--- config.mk ---
export PLATFORM = sky130hd
export DESIGN_NAME = star_row_accumulator
export DESIGN_NICKNAME = d
export VERILOG_FILES = /design/src/rtl/star_row_accumulator_pkg.sv /design/src/rtl/star_acc_lane.sv /design/src/rtl/star_row_accumulator.sv
export SDC_FILE = /design/constraint.sdc
export NUM_CORES = 1
export LEC_CHECK = 0
export CORE_AREA = 5 5 201 203
export DETAILED_ROUTE_END_ITERATION = 16
export DIE_AREA = 0 0 206 208
export HOLD_SLACK_MARGIN = 0.05
export PLACE_DENSITY = 0.79
export SLEW_MARGIN = 20
export SYNTH_ARGS = -nofsm -noshare
export SYNTH_HDL_FRONTEND = slang
export SYNTH_HIERARCHICAL = 1
export SYNTH_SLANG_ARGS = --single-unit
export TNS_END_PERCENT = 10
--- constraint.sdc ---
create_clock -name clk -period 5.8 [get_ports clk]
set_input_delay 1.45 -clock clk [delete_from_list [all_inputs] [get_ports clk]]
set_output_delay 1.45 -clock clk [all_outputs]
set_load 0.01 [all_outputs]
--- src/rtl/star_row_accumulator_pkg.sv ---
// Shared types for the softmax row accumulator: Q9.17 lane/vector types, widened
// accumulator types, Q9.17 saturation limits and the row FSM encoding.
package star_row_accumulator_pkg;

  localparam int unsigned MAX_EMBEDDING_DIM = 4;
  localparam int unsigned STAR_LANES        = MAX_EMBEDDING_DIM + 1;
  localparam int unsigned STAR_Q_W          = 26;
  localparam int unsigned STAR_ACC_GUARD    = 4;
  localparam int unsigned STAR_ACC_W        = STAR_Q_W + STAR_ACC_GUARD;

  typedef logic signed [STAR_Q_W-1:0]   STAR_QT;
  typedef STAR_QT [MAX_EMBEDDING_DIM:0] STAR_VECTOR_T;

  typedef logic signed [STAR_ACC_W-1:0]     STAR_ACC_QT;
  typedef STAR_ACC_QT [MAX_EMBEDDING_DIM:0] STAR_ACC_VECTOR_T;

  localparam STAR_QT STAR_Q_MAX = 26'sh1FFFFFF;
  localparam STAR_QT STAR_Q_MIN = 26'sh2000000;

  typedef enum logic {
    ROW_EMPTY = 1'b0,
    ROW_ACCUM = 1'b1
  } row_state_t;

endpackage

--- src/rtl/star_acc_lane.sv ---
// One accumulator lane: load-or-add, Q9.17 narrowing and overflow flag (combinational).
// STAR_ACC_SAT_EN selects saturating add/narrowing; otherwise wrap and truncate.
module star_acc_lane
  import star_row_accumulator_pkg::*;
#(
  parameter int unsigned ACC_W = STAR_ACC_W
) (
  input  logic                load,
  input  logic [ACC_W-1:0]    acc,
  input  logic [STAR_Q_W-1:0] v,
  output logic [ACC_W-1:0]    acc_next,
  output logic [STAR_Q_W-1:0] narrow,
  output logic                ovf
);

  logic [ACC_W-1:0] v_ext;

  assign v_ext = {{(ACC_W - STAR_Q_W){v[STAR_Q_W-1]}}, v};

`ifdef STAR_ACC_SAT_EN
  logic [ACC_W:0]          wide;
  logic [ACC_W-STAR_Q_W:0] upper;
  logic                    add_ovf;
  logic                    narrow_ovf;

  always_comb begin
    wide       = {acc[ACC_W-1], acc} + {v_ext[ACC_W-1], v_ext};
    add_ovf    = 1'b0;
    acc_next   = wide[ACC_W-1:0];
    if (load) begin
      acc_next = v_ext;
    end else if (wide[ACC_W] != wide[ACC_W-1]) begin
      add_ovf  = 1'b1;
      acc_next = wide[ACC_W] ? {1'b1, {(ACC_W-1){1'b0}}} : {1'b0, {(ACC_W-1){1'b1}}};
    end
    // Value fits Q9.17 only when every bit above the Q9.17 sign bit matches it.
    upper      = acc_next[ACC_W-1:STAR_Q_W-1];
    narrow_ovf = !((&upper) || !(|upper));
    narrow     = acc_next[STAR_Q_W-1:0];
    if (narrow_ovf) narrow = acc_next[ACC_W-1] ? STAR_Q_MIN : STAR_Q_MAX;
    ovf        = add_ovf | narrow_ovf;
  end
`else
  always_comb begin
    acc_next = load ? v_ext : acc + v_ext;
    narrow   = acc_next[STAR_Q_W-1:0];
    ovf      = 1'b0;
  end
`endif

endmodule

--- src/rtl/star_row_accumulator.sv ---
// Sums exp-scaled value vectors lane-wise over a query row and hands the narrowed
// Q9.17 row sum to the normalizer. Optional saturation via STAR_ACC_SAT_EN.
module star_row_accumulator
  import star_row_accumulator_pkg::*;
#(
  parameter int unsigned ACC_GUARD = STAR_ACC_GUARD,
  parameter int unsigned CNT_W     = 8
) (
  input  logic             clk,
  input  logic             rst,
  input  logic             vld_in,
  output logic             rdy_out,
  input  logic             last_in,
  input  STAR_VECTOR_T     v_in,
  output logic             vld_out,
  input  logic             rdy_in,
  output STAR_VECTOR_T     sum_out,
  output logic [CNT_W-1:0] beats_out,
  output logic             ovf_out
);

  localparam int unsigned ACC_W = STAR_Q_W + ACC_GUARD;

  row_state_t            state;
  logic                  out_full;
  logic [ACC_W-1:0]      acc      [STAR_LANES];
  logic [ACC_W-1:0]      acc_next [STAR_LANES];
  logic [CNT_W-1:0]      cnt;
  logic [CNT_W-1:0]      cnt_next;
  logic                  ovf_row;
  logic                  ovf_next;
  logic [STAR_LANES-1:0] lane_ovf;
  STAR_VECTOR_T          narrow;
  logic                  first;
  logic                  accept;

  assign first   = (state == ROW_EMPTY);
  assign rdy_out = !out_full || rdy_in;
  assign accept  = vld_in && rdy_out;
  assign vld_out = out_full;

  for (genvar i = 0; i < STAR_LANES; i++) begin : g_lane
    star_acc_lane #(.ACC_W(ACC_W)) u_lane (
      .load     (first),
      .acc      (acc[i]),
      .v        (v_in[i]),
      .acc_next (acc_next[i]),
      .narrow   (narrow[i]),
      .ovf      (lane_ovf[i])
    );
  end

  always_comb begin
    cnt_next = CNT_W'(1);
    ovf_next = |lane_ovf;
    if (!first) begin
      cnt_next = (cnt == '1) ? cnt : cnt + 1'b1;
      ovf_next = ovf_row | (|lane_ovf);
    end
  end

  always_ff @(posedge clk) begin
    if (rst) begin
      state     <= ROW_EMPTY;
      out_full  <= 1'b0;
      cnt       <= '0;
      ovf_row   <= 1'b0;
      sum_out   <= '0;
      beats_out <= '0;
      ovf_out   <= 1'b0;
      for (int unsigned i = 0; i < STAR_LANES; i++) acc[i] <= '0;
    end else begin
      if (out_full && rdy_in) out_full <= 1'b0;
      if (accept) begin
        for (int unsigned i = 0; i < STAR_LANES; i++) acc[i] <= acc_next[i];
        cnt     <= cnt_next;
        ovf_row <= ovf_next;
        // A last beat reloads the output register, overriding the drain above.
        if (last_in) begin
          sum_out   <= narrow;
          beats_out <= cnt_next;
          ovf_out   <= ovf_next;
          out_full  <= 1'b1;
          state     <= ROW_EMPTY;
        end else begin
          state     <= ROW_ACCUM;
        end
      end
    end
  end

endmodule

# Word level (Yosys, flattened, before mapping)
# Memories as Yosys holds them, arrays and structs flattened.
# Index checks and enable logic that the tools add are counted.
# word_totals
elab_cells	51
reg_bits	150
memories	1
ram_bits	150
# classes
n_reduce_logical	5
bitwise_logic	5
eq_ne	1
add_sub_neg	6
muxes	22
# mem_list
name	depth	width	rd	rd_ports_with_merged_regs	wr	line	rtl
acc	5	30	5	0	5	star_row_accumulator.sv:26	logic [ACC_W-1:0] acc [STAR_LANES];
# ops
op	n
two-way mux 30 bit	10
adder 30 bit	5
two-way mux 8 bit	2
two-way mux 1 bit	10
adder 8 x 1 -> 8 bit (second input constant)	1
== test 8 bit (second input constant)	1
OR 1 bit	5
logical AND 1 bit	2
AND reduction 2 bit	1
zero test 1 bit	1
logical OR 1 bit	1

# Depth between registers and ports, before layout
# depth
word_depth	7
mapped_depth	13
depth_no_buf	12

# By module
# Netlist, hierarchy kept.
# modules_own_cells
mod	area_each_um2	n_inst	cells_each
star_row_accumulator	10297.4	1	715
star_acc_lane (g_lane[3].u_lane ...)	2129.5	2	322
star_acc_lane (g_lane[0].u_lane ...)	2103.3	2	295
star_acc_lane (g_lane[2].u_lane)	2020.7	1	297

# Worst setup path after synthesis
# No wires, ideal clock.
# synth_timing
path_kind	in2reg
startpoint	input rdy_in
endpoint	memory acc[0][0] (netlist name), enable pin
setup_ns	0.504
required_ns	5.296
path_buffers	0
setup_slack_ns	0.349
stages	4
arrival_ns	4.948
cell_sequence	and2b_1 -> inv_1 -> a21oi_1 -> inv_1
# synth_lines
item	line	rtl
from (decl)	star_row_accumulator.sv:16	input logic rdy_in,
to (decl)	star_row_accumulator.sv:26	

# Final worst setup path
# layout_timing
startpoint	input rdy_in
endpoint	output rdy_out
# layout_via
elab_chain_len	1
# layout_rtl
item	line	rtl
logical OR 1 bit	star_row_accumulator.sv:38	assign rdy_out = !out_full || rdy_in;
to (decl)	star_row_accumulator.sv:12	output logic rdy_out,
# Every way passes these cells.

==> results.txt <==
----------------------------------------------------
[Yosys]
  Number of synthesis warnings ... 6
  Netlist area before placement ... 18400 µm²
  Average cell area after synthesis ... 9.36 µm²
  Synthesized netlist net count ... approximately 2200
  Synthesized netlist cell count ... about 2000

[Die]
  Starting density of the core ... 48.0%
  Die W ... 206 µm
  Die span in y ... 208 µm
  Row count ... between 70 and 80
  Full die area ... 42800 µm²
  Placeable core region ... 38300 µm²
  Boundary pin count ... 276

[Power and ir drop]
  Power per unit of standard cell area ... 278 nW/µm²
  Net switching fraction of the power ... 28.9%
  Internal portion of total power ... between 4 and 5 mW
  Fraction of power consumed by the clock network ... 37.9%
  VDD IR max ... about 180 µV
  Logic pwr share ... 24.3%
  Final total power ... 6.04 mW
  Reg power frac ... 37.9%
  LEAKAGE ... 8.89 nW
  Switch Pwr ... 1.74 mW

[Worst setup path]
  Worst-path maximum fanout ... 5
  CP Data Arrival Time ... approximately 3.1 ns
  Setup crit start kind ... input port
  Nature of the critical path endpoint ... primary output
  Depth of the most critical reg-to-reg path ... 11
  Data required time of the worst path ... 4.35 ns
  WS Path Type ... in -> out

[Timing]
  Endpoints failing setup ... 0
  Setup clock skew after layout ... 0.00794 ns
  Sum of negative setup slack ... 0 ns
  Minimum clock period ... 4.51 ns
  RSZ-0062 raised after global routing ... no
  Final period utilization ... 77.7%
  Number of pins exceeding their max-slew limit in the final report ... 0
  Maximum clock rate ... ~220 MHz
  Final hold vios ... 0
  Slew HR ... 51.5%
  Worst slew pin tran ... 0.727 ns

[Global route]
  Total global-route track usage ... 21.4%
  Remaining global-route overflow ... 0
  Wire length of the first global-routing pass ... 76700 µm
  Initial antenna violation count ... 1
  Vias in the first global route ... around 15000
  Largest net degree at the start of global routing ... around 120

[Drt]
  DRC viols ... 0
  Via density per instance ... 5.72
  Initial DRC count ... 763
  Post-DR wirelength/cell ... 18.3 µm
  Count of nets left with antenna violations after detail routing ... 0
  Total routed wirelength ... between 40000 and 50000 µm
  1st-pass router iterations ... 5
  Count of vias placed by the detailed router ... 14860

[Placement]
  Last weighted congestion value of the routability-driven placer ... 0.945
  PortBufs ... 275
  HPWL Detailed ... 33600 µm

[Finish]
  Growth of design area from synthesis to finish ... 18.1%
  FILL cells ... 3207
  Fraction of layout instances using a drive strength above 1 ... 6.68%
  Count of antenna diodes in the layout ... 0
  Core occupancy in the finished layout ... 56.7%
  Post-layout net count ... 2325

[Run]
  Number of violations of the max-capacitance limit ... 0

[CTS]
  Number of resized instances in the post-cts repair step ... 0
  Post-CTS clock slew at the launch and capture registers of the worst setup and hold paths ... around 0.06 ns
  Buffer cell driving the clock tree root ... sky130_fd_sc_hd__clkbuf_16
  Number of buffers inserted to repair setup after CTS ... 0
  CTS H-tree depth ... 2
  Clk Latency, worst-skew pair ... between 0.5 and 0.6 ns
  CTS tree ... built
  Cts hold-fix bufs ... 0
  Max Buffers Root-to-Sink ... 3
  Sinks on Clock Net ... 280
  CTS Buf Count ... 36

[Hold path]
  Hold Path Depth ... 2
  HP Class ... reg -> reg

[Run status]
  Status ... finished, final reports clean

----------------------------------------------------
-- flip-flops by register name (all words and copies together), names as in the netlist --
| signal | flops |
|---|---|
| acc | 130 |
| beats_out | 8 |
| cnt | 8 |
| ovf_out | 1 |
| ovf_row | 1 |
| state | 1 |
| sum_out | 130 |
| vld_out | 1 |
-- cell type report --
| cell class | count | area [µm²] | area share [%] |
|---|---|---|---|
| multi-input combinational | 1405 | 9890 | 45.6 |
| timing repair buffer | 286 | 2870 | 13.2 |
| clock buffer | 50 | 1070 | 4.91 |
| clock inverter | 14 | 155 | 0.714 |
| sequential | 280 | 6910 | 31.8 |
| tap | 518 | 648 | 2.98 |
| inverter | 45 | 179 | 0.824 |
-- layer usage --
layer | global-route usage (%) | up-vias | wire length (µm)
met3 | 4.92 | 85 | 3520
li1 | - | 7234 | -
met2 | 36.0 | 455 | 22500
met1 | 27.3 | 7084 | 20300
met4 | 6.75 | 2 | 1160
met5 | 0 | - | 20
-- final timing paths --
kind                                   start           end  slack (ns)
worst max register to register   acc[0][120]   acc[0][144]        2.55
worst min register to register  beats_out[3]  beats_out[3]        0.46
worst max-delay path                  rdy_in       rdy_out        1.29
worst min-delay path            beats_out[3]  beats_out[3]        0.46
-- cells in the final DEF, fill, tap and decap left out, types with 48 or more instances in the layout --
cell type / count
sky130_fd_sc_hd__a21oi_1: 126
sky130_fd_sc_hd__a22o_1: 134
sky130_fd_sc_hd__and2_1: 141
sky130_fd_sc_hd__clkdlybuf4s50_1: 275
sky130_fd_sc_hd__dfxtp_1: 150
sky130_fd_sc_hd__edfxtp_1: 130
sky130_fd_sc_hd__ha_1: 131
sky130_fd_sc_hd__nand2_1: 197
sky130_fd_sc_hd__nor2_1: 56
sky130_fd_sc_hd__o21ai_0: 146
sky130_fd_sc_hd__xnor2_1: 48
-- power groups by stage --
stage          Sequential (mW)  Clock, mW  Combinational [mW]
3_3_place_gp              2.32          0                1.41
6_report                  2.29       2.29                1.46
3_5_place_dp              2.33          0                1.45
5_1_grt                   2.30       2.43                1.62
4_1_cts                   2.29       2.36                1.46
2_1_floorplan             2.34          0                1.12
-- critical path, cell delays in order --
cell	delay, ns
sky130_fd_sc_hd__clkdlybuf4s50_1	0.46
sky130_fd_sc_hd__and2b_1	0.29
sky130_fd_sc_hd__inv_1	0.26
sky130_fd_sc_hd__clkdlybuf4s50_1	0.60
-- stage by stage --
stage	setup slack, ns	cells	hold slack (ns)	cell area (µm²)
2_1_floorplan	0.751	1966	0.450	18400
3_3_place_gp	1.20	2534	0.440	20500
5_1_grt	1.25	2598	0.490	21700
4_1_cts	1.28	2598	0.463	21700
6_report	1.29	2598	0.458	21700
3_5_place_dp	1.09	2534	0.449	20500
Note: power is estimated with default switching activity, not from simulation.
